File: src/rtl/i2c_pkg.sv
// rtl/i2c_pkg.sv - shared I2C target types, bus constants and status bit positions
package i2c_pkg;

    typedef enum logic [2:0] {
        ST_IDLE,
        ST_ADDR,
        ST_ADDR_ACK,
        ST_RX_BYTE,
        ST_RX_ACK,
        ST_TX_LOAD,
        ST_TX_BYTE,
        ST_TX_ACK
    } i2c_slave_state_t;

    localparam logic I2C_RW_WRITE = 1'b0;
    localparam logic I2C_RW_READ  = 1'b1;
    localparam logic I2C_ACK      = 1'b0;
    localparam logic I2C_NACK     = 1'b1;

    // Bit positions inside status_o, also used by the initiator's status decode.
    localparam int STAT_ADDR_MATCH = 0;
    localparam int STAT_WR_ACTIVE  = 1;
    localparam int STAT_RD_ACTIVE  = 2;
    localparam int STAT_NACK_RCVD  = 3;
    localparam int STAT_STRETCHING = 4;

endpackage

File: src/rtl/i2c_line_filter.sv
// rtl/i2c_line_filter.sv - two-flop synchroniser, glitch filter and edge pulses for one bus line
module i2c_line_filter #(
    parameter int FILT_LEN = 3
) (
    input  logic clk_i,
    input  logic rst_n_i,
    input  logic line_i,
    output logic level_o,
    output logic rise_o,
    output logic fall_o
);

    localparam int CNT_W = (FILT_LEN < 2) ? 1 : $clog2(FILT_LEN);
    localparam logic [CNT_W-1:0] CNT_MAX = CNT_W'(FILT_LEN - 1);

    logic [1:0]       sync_q;
    logic             level_q;
    logic [CNT_W-1:0] cnt_q;
    logic             rise_q;
    logic             fall_q;

    // Accept a new level only after FILT_LEN consecutive synchronised samples disagree with
    // the current one; the edge pulse is raised in the same cycle the level flips.
    always_ff @(posedge clk_i or negedge rst_n_i) begin
        if (!rst_n_i) begin
            sync_q  <= 2'b11;
            level_q <= 1'b1;
            cnt_q   <= '0;
            rise_q  <= 1'b0;
            fall_q  <= 1'b0;
        end else begin
            sync_q <= {sync_q[0], line_i};
            rise_q <= 1'b0;
            fall_q <= 1'b0;
            if (sync_q[1] == level_q) begin
                cnt_q <= '0;
            end else if (cnt_q == CNT_MAX) begin
                level_q <= sync_q[1];
                cnt_q   <= '0;
                rise_q  <= sync_q[1];
                fall_q  <= !sync_q[1];
            end else begin
                cnt_q <= cnt_q + 1'b1;
            end
        end
    end

    assign level_o = level_q;
    assign rise_o  = rise_q;
    assign fall_o  = fall_q;

endmodule

File: src/rtl/i2c_slave.sv
// rtl/i2c_slave.sv - I2C target: address match, write receive, read transmit with clock stretching
module i2c_slave
    import i2c_pkg::*;
#(
    parameter  int DATA_WIDTH = 8,
    parameter  int FILT_LEN   = 3,
    localparam int ADDR_WIDTH = DATA_WIDTH - 1
) (
    input  logic                  clk_i,
    input  logic                  s_rst_n_i,
    input  logic                  en_i,
    input  logic [ADDR_WIDTH-1:0] own_addr_i,
    output logic [DATA_WIDTH-1:0] rx_data_o,
    output logic                  rx_valid_o,
    input  logic [DATA_WIDTH-1:0] tx_data_i,
    input  logic                  tx_valid_i,
    output logic                  tx_ready_o,
    output logic [7:0]            status_o,
    output logic                  scl_o,
    input  logic                  scl_i,
    output logic                  scl_t,
    output logic                  sda_o,
    input  logic                  sda_i,
    output logic                  sda_t
);

    logic scl_lvl, scl_rise, scl_fall;
    logic sda_lvl, sda_rise, sda_fall;

    i2c_line_filter #(.FILT_LEN(FILT_LEN)) u_scl_filt (
        .clk_i   (clk_i),
        .rst_n_i (s_rst_n_i),
        .line_i  (scl_i),
        .level_o (scl_lvl),
        .rise_o  (scl_rise),
        .fall_o  (scl_fall)
    );

    i2c_line_filter #(.FILT_LEN(FILT_LEN)) u_sda_filt (
        .clk_i   (clk_i),
        .rst_n_i (s_rst_n_i),
        .line_i  (sda_i),
        .level_o (sda_lvl),
        .rise_o  (sda_rise),
        .fall_o  (sda_fall)
    );

    i2c_slave_state_t      state_q;
    logic [2:0]            bit_cnt_q;
    logic [DATA_WIDTH-2:0] rx_shift_q;
    logic [DATA_WIDTH-2:0] tx_shift_q;
    logic [ADDR_WIDTH-1:0] own_addr_q;
    logic [DATA_WIDTH-1:0] rx_data_q;
    logic                  rx_valid_q;
    logic                  tx_ready_q;
    logic                  scl_t_q;
    logic                  sda_t_q;
    logic                  ack_on_q;
    logic                  rw_q;
    logic                  match_q;
    logic                  wr_act_q;
    logic                  rd_act_q;
    logic                  nack_q;
    logic                  stretch_q;

    logic                  start_det;
    logic                  stop_det;
    logic [DATA_WIDTH-1:0] rx_byte_d;
    logic                  load_d;

    assign start_det = sda_fall && scl_lvl;
    assign stop_det  = sda_rise && scl_lvl;
    assign rx_byte_d = {rx_shift_q, sda_lvl};
    // Read data is taken either at the SCL fall closing the ACK slot or, once stretching, as soon as it shows up.
    assign load_d    = (state_q == ST_TX_LOAD) && tx_valid_i && (stretch_q || scl_fall);

    // Protocol FSM with registered pad enables, strobes and status flags.
    always_ff @(posedge clk_i or negedge s_rst_n_i) begin
        if (!s_rst_n_i) begin
            state_q    <= ST_IDLE;
            bit_cnt_q  <= '0;
            rx_shift_q <= '0;
            tx_shift_q <= '0;
            own_addr_q <= '0;
            rx_data_q  <= '0;
            rx_valid_q <= 1'b0;
            tx_ready_q <= 1'b0;
            scl_t_q    <= 1'b1;
            sda_t_q    <= 1'b1;
            ack_on_q   <= 1'b0;
            rw_q       <= I2C_RW_WRITE;
            match_q    <= 1'b0;
            wr_act_q   <= 1'b0;
            rd_act_q   <= 1'b0;
            nack_q     <= 1'b0;
            stretch_q  <= 1'b0;
        end else begin
            rx_valid_q <= 1'b0;
            tx_ready_q <= 1'b0;
            if (!en_i) begin
                state_q   <= ST_IDLE;
                bit_cnt_q <= '0;
                scl_t_q   <= 1'b1;
                sda_t_q   <= 1'b1;
                ack_on_q  <= 1'b0;
                stretch_q <= 1'b0;
                match_q   <= 1'b0;
                wr_act_q  <= 1'b0;
                rd_act_q  <= 1'b0;
            end else if (start_det) begin
                state_q    <= ST_ADDR;
                bit_cnt_q  <= '0;
                own_addr_q <= own_addr_i;
                scl_t_q    <= 1'b1;
                sda_t_q    <= 1'b1;
                ack_on_q   <= 1'b0;
                stretch_q  <= 1'b0;
                match_q    <= 1'b0;
                wr_act_q   <= 1'b0;
                rd_act_q   <= 1'b0;
                nack_q     <= 1'b0;
            end else if (stop_det) begin
                state_q   <= ST_IDLE;
                bit_cnt_q <= '0;
                scl_t_q   <= 1'b1;
                sda_t_q   <= 1'b1;
                ack_on_q  <= 1'b0;
                stretch_q <= 1'b0;
                match_q   <= 1'b0;
                wr_act_q  <= 1'b0;
                rd_act_q  <= 1'b0;
            end else begin
                unique case (state_q)
                    ST_IDLE: begin
                    end
                    ST_ADDR: begin
                        if (scl_rise) begin
                            rx_shift_q <= rx_byte_d[DATA_WIDTH-2:0];
                            bit_cnt_q  <= bit_cnt_q + 3'd1;
                            if (bit_cnt_q == 3'd7) begin
                                if (rx_byte_d[DATA_WIDTH-1:1] == own_addr_q) begin
                                    state_q  <= ST_ADDR_ACK;
                                    ack_on_q <= 1'b0;
                                    rw_q     <= rx_byte_d[0];
                                    match_q  <= 1'b1;
                                    wr_act_q <= (rx_byte_d[0] == I2C_RW_WRITE);
                                    rd_act_q <= (rx_byte_d[0] == I2C_RW_READ);
                                end else begin
                                    state_q <= ST_IDLE;
                                end
                            end
                        end
                    end
                    ST_ADDR_ACK, ST_RX_ACK: begin
                        // First fall starts the ACK slot, second fall ends it; reads leave at the ACK rise.
                        if (scl_fall) begin
                            if (!ack_on_q) begin
                                sda_t_q  <= I2C_ACK;
                                ack_on_q <= 1'b1;
                            end else if (state_q == ST_RX_ACK || rw_q == I2C_RW_WRITE) begin
                                sda_t_q   <= 1'b1;
                                ack_on_q  <= 1'b0;
                                bit_cnt_q <= '0;
                                state_q   <= ST_RX_BYTE;
                            end
                        end else if (scl_rise && ack_on_q && state_q == ST_ADDR_ACK
                                     && rw_q == I2C_RW_READ) begin
                            ack_on_q  <= 1'b0;
                            stretch_q <= 1'b0;
                            state_q   <= ST_TX_LOAD;
                        end
                    end
                    ST_RX_BYTE: begin
                        if (scl_rise) begin
                            rx_shift_q <= rx_byte_d[DATA_WIDTH-2:0];
                            bit_cnt_q  <= bit_cnt_q + 3'd1;
                            if (bit_cnt_q == 3'd7) begin
                                rx_data_q  <= rx_byte_d;
                                rx_valid_q <= 1'b1;
                                ack_on_q   <= 1'b0;
                                state_q    <= ST_RX_ACK;
                            end
                        end
                    end
                    ST_TX_LOAD: begin
                        if (load_d) begin
                            tx_shift_q <= tx_data_i[DATA_WIDTH-2:0];
                            sda_t_q    <= tx_data_i[DATA_WIDTH-1];
                            tx_ready_q <= 1'b1;
                            stretch_q  <= 1'b0;
                            bit_cnt_q  <= '0;
                            state_q    <= ST_TX_BYTE;
                        end else if (scl_fall) begin
                            sda_t_q   <= 1'b1;
                            scl_t_q   <= 1'b0;
                            stretch_q <= 1'b1;
                        end
                    end
                    ST_TX_BYTE: begin
                        // SCL is released one cycle after the MSB is on SDA, giving data setup time.
                        scl_t_q <= 1'b1;
                        if (scl_fall) begin
                            if (bit_cnt_q == 3'd7) begin
                                sda_t_q   <= 1'b1;
                                bit_cnt_q <= '0;
                                state_q   <= ST_TX_ACK;
                            end else begin
                                sda_t_q    <= tx_shift_q[DATA_WIDTH-2];
                                tx_shift_q <= {tx_shift_q[DATA_WIDTH-3:0], 1'b0};
                                bit_cnt_q  <= bit_cnt_q + 3'd1;
                            end
                        end
                    end
                    ST_TX_ACK: begin
                        if (scl_rise) begin
                            if (sda_lvl == I2C_ACK) begin
                                stretch_q <= 1'b0;
                                state_q   <= ST_TX_LOAD;
                            end else begin
                                nack_q  <= 1'b1;
                                sda_t_q <= 1'b1;
                                state_q <= ST_IDLE;
                            end
                        end
                    end
                    default: state_q <= ST_IDLE;
                endcase
            end
        end
    end

    // Status word assembled from the registered flags.
    always_comb begin
        status_o                  = '0;
        status_o[STAT_ADDR_MATCH] = match_q;
        status_o[STAT_WR_ACTIVE]  = wr_act_q;
        status_o[STAT_RD_ACTIVE]  = rd_act_q;
        status_o[STAT_NACK_RCVD]  = nack_q;
        status_o[STAT_STRETCHING] = stretch_q;
    end

    assign rx_data_o  = rx_data_q;
    assign rx_valid_o = rx_valid_q;
    assign tx_ready_o = tx_ready_q;
    assign scl_o      = 1'b0;
    assign sda_o      = 1'b0;
    assign scl_t      = scl_t_q;
    assign sda_t      = sda_t_q;

endmodule

File: config.mk
export PLATFORM = sky130hd
export DESIGN_NAME = i2c_slave
export DESIGN_NICKNAME = d
export VERILOG_FILES = /design/src/rtl/i2c_pkg.sv /design/src/rtl/i2c_line_filter.sv /design/src/rtl/i2c_slave.sv
export SDC_FILE = /design/constraint.sdc
export NUM_CORES = 1
export LEC_CHECK = 0
export ABC_CLOCK_PERIOD_IN_PS = 4300
export CORE_AREA = 2 2 89 66
export CTS_CLUSTER_SIZE = 28
export DETAILED_ROUTE_END_ITERATION = 12
export DIE_AREA = 0 0 91 68
export GPL_ROUTABILITY_DRIVEN = 1
export PLACE_DENSITY = 0.89
export SLEW_MARGIN = 20
export SYNTH_ARGS = -nofsm -noshare
export SYNTH_HDL_FRONTEND = slang
export SYNTH_HIERARCHICAL = 1
export SYNTH_SLANG_ARGS = --single-unit
export TNS_END_PERCENT = 100
File: constraint.sdc
create_clock -name clk_i -period 4.3 [get_ports clk_i]
set_clock_uncertainty 0.15 [all_clocks]
set_input_delay 0.43 -clock clk_i [delete_from_list [all_inputs] [get_ports clk_i]]
set_output_delay 0.43 -clock clk_i [all_outputs]
set_load 0.01 [all_outputs]
### Word-level counts from Yosys, hierarchy flattened

Index checks and enable logic that the tools add are counted.

* $add $sub $neg: 3
* equal/unequal tests: 51
* multiplexer cells: 120
* bitwise logic cells: 6
* reductions and logical operators: 32

Operators with widths (count)
* $mux W1: 79
* $mux W3: 26
* $ne A5 B5 Y1 const B: 11
* $ne A5 B4 Y1 const B: 7
* $reduce_and A7 Y1: 5
* $mux W7: 3
* $ne A6 B6 Y1 const B: 3
* $pmux W3 S6: 1
* $ne A4 B1 Y1 const B: 4
* $eq A3 B3 Y1 const B: 5
* $pmux W7 S2: 1
* $ne A6 B1 Y1 const B: 2
* $ne A6 B5 Y1 const B: 2
* $pmux W3 S4: 1
* $reduce_and A12 Y1: 1
* $reduce_and A6 Y1: 2
* $mux W2: 5
* $reduce_and A5 Y1: 2
* $ne A9 B1 Y1 const B: 1
* $reduce_bool A2 Y1: 4
* $eq A7 B7 Y1: 1
* $logic_and A1 B1 Y1: 7
* $ne A7 B1 Y1 const B: 1
* $ne A7 B2 Y1 const B: 1
* other kinds (20): 37

* flip-flop bits (word level): 60
* bits of input ports: 21

### Logic depth before layout (Yosys ltp)

Gate-level depths: netlist of run 1.

* depth after elaboration: 9
* gate-level depth with buffers: 8
* gate-level depth less buffers: 7

### Modules after synthesis

Netlist of run 1, hierarchy kept.

By module, submodules not included
* i2c_slave: instances 1, cells an instance 240, area an instance 2565.0 um^2
* i2c_line_filter: instances 2, cells an instance 14, area an instance 244.0 um^2

### Worst setup path after synthesis of run 1

OpenSTA, ideal clock, no wires.

* path type: reg-to-reg
* from: reg bit_cnt_q[0]
* to: reg state_q[0]
* setup time: 128 ps
* arrival: 1572 ps
* required time: 4022 ps
* path slack: 2450 ps
* cell stages (with the launch flop): 7
* buffers on the path: 0
* clock period less this slack: 1850 ps
* cells stage by stage: dfrtp_1 ha_1 ha_1 o221a_2 nand3_1 o21ai_1 mux2_1

* word-level cells in the longest chain between the ends: 3
* elaborated cells on any way between the ends: 5

RTL lines
* start, declared: line i2c_slave.sv:49 `logic [2:0] bit_cnt_q;`
* start signal, assigned: line i2c_slave.sv:139 `bit_cnt_q <= bit_cnt_q + 3'd1;`
* start signal, assigned: line i2c_slave.sv:176 `bit_cnt_q <= bit_cnt_q + 3'd1;`
* start signal, assigned: line i2c_slave.sv:210 `bit_cnt_q <= bit_cnt_q + 3'd1;`
* $eq A3 B3 Y1 *: line i2c_slave.sv:140, i2c_slave.sv:177, i2c_slave.sv:203
* $ne A5 B5 Y1 (no source line)
* $reduce_and A12 Y1 (no source line) *
* end signal, assigned: line i2c_slave.sv:142 `state_q <= ST_ADDR_ACK;`
* end signal, assigned: line i2c_slave.sv:181 `state_q <= ST_RX_ACK;`
* end signal, assigned: line i2c_slave.sv:206 `state_q <= ST_TX_ACK;`
* end, declared: line i2c_slave.sv:48 `i2c_slave_state_t state_q;`

Mark *: on every way between the ends. The rest lies on a longest branch, timed or not.
A chain may end at the register's enable or synchronous reset.

### Final worst setup path of run 1

* from: reg state_q[2]
* to: reg state_q[0]

* word-level cells in the longest chain between the ends: 6
* elaborated cells on any way between the ends: 30

RTL lines
* start signal, assigned: line i2c_slave.sv:80 `state_q <= ST_IDLE;`
* start signal, assigned: line i2c_slave.sv:101 `state_q <= ST_IDLE;`
* start signal, assigned: line i2c_slave.sv:111 `state_q <= ST_ADDR;`
* $eq A3 B3 Y1 / $eq A3 B2 Y1 (equally long branches): line i2c_slave.sv:133, i2c_slave.sv:160, i2c_slave.sv:166
* $reduce_or A2 Y1: line i2c_slave.sv:133 `unique case (state_q)`
* $pmux W3 S6: line i2c_slave.sv:133
* $mux W3: line i2c_slave.sv:122 `end else if (stop_det) begin`
* $mux W3: line i2c_slave.sv:110 `end else if (start_det) begin`
* $mux W3: line i2c_slave.sv:100 `if (!en_i) begin`

Several ways; a longest one is shown, not always the timed one.

==> out/qor.yml, run 1 <==
timing:
  fin_tns_setup_ps: 0
  finalHoldViolations: 0
  worstMarginPinSlew_ps: 744
  final_max_slew_viol_count: 0
  max-slew-margin-rel: 0.504
  setup_slack_ps: 1620
  setup_viol: 0
  finalCritPeriodShare: 0.623
  fmax_ghz: 0.373
  rsz0062_at_grt: "no"
  fin_crit_ps: 2680
clock_network:
  cts_setup_buffers: 0
  cts_sinks: 60
  numCtsBuffers: 9
  cts_resized: 0
  clk_latency_ps: 340
  hold_buffers: 0
  cts_tree: "built"
  cts_htree_levels: 3
  clk_pin_slew_ps: 70
  cts.path.max_buffers: 2
  cts_root_buf: "clkbuf_8"
die:
  fp.dieArea_um2: 6190
  core_area_um2: 5410
  rows: 23
  start_util: 0.564
  die_w_um: 91
  die_h_um: 68
  io_pins: 43
layout:
  antennaDiodeCount: 0
  area_growth_pct: 16.7
  fillers: 417
  layout-drive-gt1-share: 0.217
  nets: 322
synth:
  avgSynthCellArea_um2: 11.4
  synth_ff_type: "dfrtp_1"
  synth_area_leader_cell: "dfrtp_1"
  synth.cell_area_um2: 3050
  synth.top_cell.area_share: 0.426
  synth.top_cells.by_count: "52 x dfrtp_1, 20 x mux2_2, 20 x nor2_1"
  synth_edf_count: 0
  synth_seq_cells: 60
  synthArstFlopShare: 1.00
  yosysWarnings: 6
  synth_most_common_cell: "dfrtp_1"
  syn_inst: 268
  synth_seq_area_share: 0.495
  synth_cell_types: 58
  synth.area.top_cells: "dfrtp_1 43%, mux2_2 7.4%, dfstp_2 6.9%, buf_4 3.4%, mux2i_1 2.6%"
global_route:
  gr-total-overflow: 0
  grtUsageTotal: 0.212
  grt_pass1_wl_mm: 9.77
  first_global_vias: 2004
  antenna_found_initial: 0
  grt_max_degree: 61
routing:
  detail_route.wl_per_cell_um: 15.8
  drc: 0
  drt_iter0_markers: 180
  viasPerCell: 5.56
  ant_nets: 0
  routed_wl_mm: 5.99
  dr.pass1.iters: 4
  num_vias: 2108
setup_path:
  regToRegEndpoint: "state_q[0]"
  worstSetupPathType: "reg -> reg"
  critical-path-top-delay-family: "flip-flops"
  crit_start: "state_q[2]"
  cp-end-kind: "flop"
  crit_path_max_incr_delay_ps: 790
  setup.worst_path.end: "state_q[0]"
  rr_worst_depth: 5
  cp_slowest_cell: "dfrtp_1"
  worstPathArrival_ps: 2750
  cp.required_ps: 4370
  reg2reg_from: "state_q[2]"
  worst-path-buf-inv: 0
  path_max_fanout: 22
  start_kind: "flop"
  r2r_setup_slack_ps: 1620
  worstPathCellList: "nand3b_1 > o221a_2 > nand3_1 > o21ai_1 > mux2_1"
  cp.depth: 5
placed_design:
  dp_hpwl_mm: 4.11
  place_congestion: 0.888
  place_ws_ps: 1740
  port-buffer-count: 37
pwr:
  power_density_nw_per_um2: 456
  p_leak_nw: 1.64
  vdd_drop_max_uv: 270
flow_run:
  drv_cap: 0
outcome:
  outcome: "complete, no violations"
min_path:
  hp-class: "in -> async"
==> report_power, final <==
part | switching, mW | internal [mW]
clock | 0.218 | 0.265
sequential | 0.121 | 0.665
combinational | 0.165 | 0.191
==> cell families after synthesis <==
group | Yosys count | share of synthesized area
compound gates | 46 | 0.103
xor+xnor | 9 | 0.0258
fa+ha+maj | 2 | 0.00820
buf+inv | 29 | 0.0594
flops | 60 | 0.495
mux | 36 | 0.136
other cells | 1 | 0.00123
simple gates | 85 | 0.171
==> sequential cells by signal, indices dropped and copies added (netlist names), 2 cells and up <==
name	cells
state_q	3
u_scl_filt/cnt_q	2
u_scl_filt/sync_q	2
rx_shift_q	7
own_addr_q	7
u_sda_filt/cnt_q	2
rx_data_o	8
tx_shift_q	7
bit_cnt_q	3
u_sda_filt/sync_q	2
==> worst min path at each step <==
stage                            to                 start
6_report              own_addr_q[3]             s_rst_n_i
5_1_grt               own_addr_q[3]             s_rst_n_i
4_1_cts           u_scl_filt/rise_o             s_rst_n_i
3_5_place_dp   u_sda_filt/sync_q[1]  u_sda_filt/sync_q[0]
3_3_place_gp   u_sda_filt/sync_q[1]  u_sda_filt/sync_q[0]
2_1_floorplan              ack_on_q             s_rst_n_i
==> per-layer routing <==
layer	routed length (µm)	share of wire	vias to the layer above	GRT usage
met5	0	0	-	0
met4	89	0.015	0	0.0947
li1	-	-	994	-
met3	417	0.070	10	0.0749
met2	2780	0.46	69	0.320
met1	2700	0.45	1035	0.279
==> metrics by stage <==
| stage | hold slack [ps] | total power, mW | instance area (µm²) | cells | utilization |
|---|---|---|---|---|---|
| after floorplan | -15.6 | 1.05 | 3070 | 272 | - |
| after global placement | 197 | 1.12 | 3380 | 363 | 0.625 |
| after detailed placement | 199 | 1.14 | 3380 | 363 | 0.625 |
| after CTS | 120 | 1.63 | 3560 | 379 | 0.659 |
| after global routing | 151 | 1.71 | 3560 | 379 | 0.659 |
| final | 87.2 | 1.62 | 3560 | 379 | 0.659 |
==> area by class of cell <==
class                      instances  area (µm²)  area share
clock buffer                      11         131      0.0369
sequential                        60        1510       0.424
clock inverter                     5        52.6      0.0147
multi-input combinational        183        1380       0.386
tap                               75        93.8      0.0263
timing repair buffer              38         373       0.105
inverter                           7        26.3     0.00737
==> placed cells by master (no fill, tap or decap), drive strengths merged, types with 3 or more instances in the layout <==
cell           count
dfrtp             52
nor2b              4
nor2              22
a21oi             13
xnor2              9
clkdlybuf4s50     36
clkinv             3
nand2             13
mux2i              8
a22oi              3
a211oi             5
nor3               5
conb               5
or2                4
nand3              7
nor3b              6
clkbuf            11
inv                7
o21ai             13
mux2              28
nand3b             4
nand4              3
dfstp              8
nand2b             6
Power figures use the tool's default switching activity.
==> inputs of run 2 (changes only) <==
- ABC_CLOCK_PERIOD_IN_PS: 4300 -> 2500
- CORE_AREA: 2 2 89 66 -> 2 2 93 68
- DIE_AREA: 0 0 91 68 -> 0 0 95 70
- PLACE_DENSITY: 0.89 -> 0.84
- clock period: 4.3 -> 2.5 ns (I/O delays scaled with it)
==> run 2 against run 1 <==
Net effect: highest routed layer unchanged; utilization decreased by 4.1 points; flip-flop and latch count stayed put; cell count up 2.9%; sequential power grew 70%; setup slack worse by 1300 ps; fmax up 26%; total power is 76% higher; hold slack improved by 76 ps; combinational power grew 81%; critical path depth stayed put; clock power increased by 83%; global-route usage shrank 1.3 points.
==> out/qor.yml, run 2 (synthesis results as in run 1) <==
outcome:
  outcome: "complete, no violations"
layout:
  antennaDiodeCount: 0  # unchanged
  largest_reg_flops: 8  # unchanged
  fillers: 451  # +8.2%
  mostFrequentLayoutCells: "52 x dfrtp_1, 36 x clkdlybuf4s50_1, 20 x nor2_1, 20 x mux2_2, 13 x nand2_1"
  layout-drive-gt1-share: 0.240  # +0.0233
  finalNonFillerCells: 390  # +2.9%
  nets: 330  # +2.5%
  mostFrequentLayoutCell: "dfrtp_1"
  area_growth_pct: 19.6
global_route:
  antenna_found_initial: 0  # unchanged
  first_global_vias: 2089  # +4.2%
  grt_max_degree: 61  # unchanged
  grtUsageTotal: 0.198  # -0.0133
  grt_pass1_wl_mm: 9.98  # +2.2%
  gr-total-overflow: 0  # unchanged
routing:
  routed_wl_mm: 5.91  # -1.5%
  viasPerCell: 5.46  # -1.9%
  ant_nets: 0  # unchanged
  num_vias: 2129  # +1.0%
  detail_route.wl_per_cell_um: 15.1  # -4.2%
  drt_iter0_markers: 177  # -1.7%
  drc: 0  # unchanged
  dr.pass1.iters: 4  # unchanged
pwr:
  p_total_mw: 2.87  # +76%
  p_leak_nw: 1.69  # +2.9%
  vdd_drop_max_uv: 491  # +82%
  power_density_nw_per_um2: 785  # +72%
timing:
  finalCritPeriodShare: 0.851  # +0.229
  setup_viol: 0  # unchanged
  fmax_ghz: 0.470  # +26%
  rsz0062_at_grt: "no"
  fin_tns_setup_ps: 0  # unchanged
  fin_crit_ps: 2130  # -549 ps
  max-slew-margin-rel: 0.506  # +0.00251
  worstMarginPinSlew_ps: 741  # -3.76 ps
  finalHoldViolations: 0  # unchanged
  final_max_slew_viol_count: 0  # unchanged
setup_path:
  worstPathArrival_ps: 2210  # -540 ps
  path_max_fanout: 11  # -50%
  cp-end-kind: "flop"
  start_kind: "flop"
  cp.required_ps: 2580  # -1790 ps
  worstSetupPathType: "reg -> reg"
die:
  die_w_um: 95  # +4.4%
  io_pins: 43  # unchanged
  start_util: 0.516  # -0.0482
  core_area_um2: 5920  # +9.3%
  die_h_um: 70  # +2.9%
  rows: 24  # +4.3%
  fp.dieArea_um2: 6650  # +7.5%
clock_network:
  clk_pin_slew_ps: 70  # about the same
  numCtsBuffers: 9  # unchanged
  clk_latency_ps: 350  # about the same
  cts_sinks: 60  # unchanged
  cts_root_buf: "clkbuf_8"
  cts_htree_levels: 3  # unchanged
  hold_buffers: 1  # +1
  cts_tree: "built"
  cts.path.max_buffers: 2  # unchanged
  cts_resized: 0  # unchanged
  cts_setup_buffers: 0  # unchanged
flow_run:
  drv_cap: 0  # unchanged
placed_design:
  dp_hpwl_mm: 4.19  # +1.9%
  dpl.cell_count: 373  # +2.8%
  port-buffer-count: 37  # unchanged
  place_congestion: 0.924  # +4.0%
min_path:
  hp-class: "in -> reg"
run 2: cell count changes in the layout (fill, tap and decap cells not counted), sizes merged:
cell and delta:
clkbuf -2, dlygate4sd3 +1, clkinv -2, buf +7, inv +4
run 2: per-layer routing:
layer | GRT usage | wire [µm]
met4 | 0.0757 | 87
met5 | 0 | 0
met2 | 0.287 | 2730
met1 | 0.279 | 2690
met3 | 0.0647 | 404
run 2: area by class of cell:
cell class / count / area [µm²] / share of cell area
multi-input cells: 183 / 1380 / 0.377
flip-flops and latches: 60 / 1510 / 0.414
repair buffers: 46 / 435 / 0.119
well taps: 78 / 97.6 / 0.0267
clock buffers: 9 / 124 / 0.0339
clock inverters: 7 / 81.3 / 0.0223
inverters: 7 / 26.3 / 0.00720
run 2: power by group:
part,switching [mW],total (mW),internal (mW),leakage (nW)
clock network,0.411,0.885,0.475,0.101
registers,0.193,1.34,1.14,0.799
logic,0.301,0.644,0.343,0.792
total,0.905,2.87,1.96,1.69
run 2: through the flow:
step | area [µm²] | utilization | hold WS [ps] | setup slack [ps]
finish | 3650 | 0.617 | 163 | 371
global route | 3650 | 0.617 | 160 | 280
CTS | 3650 | 0.617 | 149 | 366
detailed placement | 3440 | 0.581 | 199 | 320
global placement | 3440 | 0.581 | 196 | 358
floorplan | 3070 | - | -196 | 650
run 2: worst paths after layout:
kind / depth (start not counted) / end / slack [ps] / start
setup / recovery: 5 / bit_cnt_q[2] / 370 / u_scl_filt/fall_o
hold / removal: 1 / u_scl_filt/sync_q[0] / 160 / scl_i
setup reg to reg: 5 / bit_cnt_q[2] / 370 / u_scl_filt/fall_o
hold reg to reg: 0 / u_scl_filt/sync_q[1] / 210 / u_scl_filt/sync_q[0]
max in group asynchronous: 3 / u_scl_filt/fall_o / 1270 / s_rst_n_i
min in group asynchronous: 3 / bit_cnt_q[0] / 420 / s_rst_n_i
run 2: critical path, cell delays in order (launching register included):
cell	delay, ps
dfrtp_1	530
o21ai_4	300
nor2_2	40
mux2_4	270
a211oi_2	390
mux2_4	330
==> RTL change (flow settings as in run 2) <==
`FILT_LEN` is set to 3 in 2 places; all go to 5.
--- a/src/rtl/i2c_line_filter.sv
+++ b/src/rtl/i2c_line_filter.sv
@@ -1,6 +1,6 @@
 // rtl/i2c_line_filter.sv - two-flop synchroniser, glitch filter and edge pulses for one bus line
 module i2c_line_filter #(
-    parameter int FILT_LEN = 3
+    parameter int FILT_LEN = 5
 ) (
     input  logic clk_i,
     input  logic rst_n_i,
--- a/src/rtl/i2c_slave.sv
+++ b/src/rtl/i2c_slave.sv
@@ -3,7 +3,7 @@
     import i2c_pkg::*;
 #(
     parameter  int DATA_WIDTH = 8,
-    parameter  int FILT_LEN   = 3,
+    parameter  int FILT_LEN   = 5,
     localparam int ADDR_WIDTH = DATA_WIDTH - 1
 ) (
     input  logic                  clk_i,
Function: no difference found for any inputs over 4 cycles, from zero or initial values and one cycle with s_rst_n_i low; that may be too few to reach the edited logic, so the function may still have changed.
==> RTL change against run 2 <==
- routed wire length is 1.6% higher
- sequential cell count is 2 higher
- largest cell class unchanged
- highest routed layer unchanged
- largest power group unchanged
- critical path depth is the same
- area after synthesis grew 4.8%
- critical endpoint is now bit_cnt_q[0]
- final area up 4.7%
- setup slack got worse by 0.083 ns
- total power fell by 1.1%
- sequential power down 4%
- combinational power shrank 12%
- die area stayed put
==> RTL change: results <==
export IMPL_leakage_nw=1.78
export IMPL_grtUsageMet1_pct=29.6
export IMPL_slowest_stage="dfrtp_1"
export IMPL_drt_met1_wl_um=2730
export IMPL_seq_area_frac_synth_pct=48.8
export IMPL_first_iter_violations=228
export IMPL_hpwl_um=4170
export IMPL_grt_use_total_pct=20.6
export IMPL_crit_family="flip-flops"
export IMPL_crit_path_max_incr_delay_ns=0.78
export IMPL_grtUsageMet3_pct=8.41
export IMPL_gp_congestion=0.917
export IMPL_wirelength_um=6000
export IMPL_drive_gt1_share_pct=23.2
export IMPL_post_cts_setup_buffers=0
export IMPL_drtPass1Iterations=4
export IMPL_synth_cells=284
export IMPL_hp_class="primary input to flop"
export IMPL_p_sw_share_pct=29.8
export IMPL_wire_per_inst_um=14.8
export IMPL_cts_resized=0
export IMPL_max_vdd_ir_drop_v=0.000556
export IMPL_worstPathArrival_ns=2.29
export IMPL_grt_pass1_vias=2129
export IMPL_worstPathMaxFanout=24
export IMPL_synth_main_ff_cell="dfrtp_1"
export IMPL_nNetsFinal=349
export IMPL_numPlacedInstances=388
export IMPL_root_buffer="clkbuf_8"
export IMPL_met2_length_um=2750
export IMPL_grt_pass1_wl_um=10400
export IMPL_synth_common_cells="54 x dfrtp_1, 22 x mux2_2, 20 x nor2_1, 15 x nand2_1, 14 x buf_4"
export IMPL_met2_usage_pct=28.2
export IMPL_synth_cell_types=59
export IMPL_grt_max_degree=63
export IMPL_io_buffers=37
export IMPL_vias_per_cell=5.47
export IMPL_status="complete, no violations"
export IMPL_synthTopCellsByArea="dfrtp_1 42%, mux2_2 7.7%, dfstp_2 6.6%"
export IMPL_dr_wl_met3_um=449
export IMPL_highest_layer="met4"
export IMPL_largest_reg_flops=8
export IMPL_max_slew_margin_pct=54.7
## RTL change: cell families after synthesis
group | synth area share [%]
AND/OR/NAND/NOR | 17.0
flip-flops | 48.8
AO/OA/AOI/OAI | 10.4
multiplexers | 12.7
buffers and inverters | 6.14
XOR/XNOR | 2.46
adder cells (fa/ha/maj) | 2.35
other | 0.117
## RTL change: power groups by stage
| stage | clock (mW) | combinational (mW) | sequential, mW |
|---|---|---|---|
| after floorplan | 0 | 0.476 | 1.23 |
| after global placement | 0 | 0.541 | 1.30 |
| after detailed placement | 0 | 0.564 | 1.31 |
| after CTS | 0.993 | 0.570 | 1.29 |
| after global routing | 1.05 | 0.640 | 1.32 |
| final | 0.975 | 0.567 | 1.29 |
## RTL change: metrics by stage
stage	total power, mW	cell area, um^2	setup slack (ns)
after CTS	2.85	3820	0.346
final	2.83	3820	0.288
after detailed placement	1.87	3590	0.328
after floorplan	1.71	3220	0.650
after global routing	3.00	3820	0.117
after global placement	1.84	3590	0.353
## RTL change: path summary, 6_finish.rpt
path | startpoint | endpoint | slack, ns | cells past startpoint
hold reg to reg | u_sda_filt/sync_q[0] | u_sda_filt/sync_q[1] | 0.21 | 0
hold / removal | sda_i | u_sda_filt/sync_q[0] | 0.16 | 1
setup reg to reg | state_q[1] | bit_cnt_q[0] | 0.29 | 5
setup / recovery | state_q[1] | bit_cnt_q[0] | 0.29 | 5
max in group asynchronous | s_rst_n_i | u_scl_filt/sync_q[1] | 1.60 | 3
min in group asynchronous | s_rst_n_i | u_scl_filt/cnt_q[0] | 0.29 | 3
## RTL change: final cells by class
class	instances	area, um^2
clock buffer	9	124
fill	476	2090
clock inverter	7	98.8
multi-input combinational	193	1460
sequential	62	1560
timing repair buffer	45	440
tap	78	97.6
inverter	11	41.3
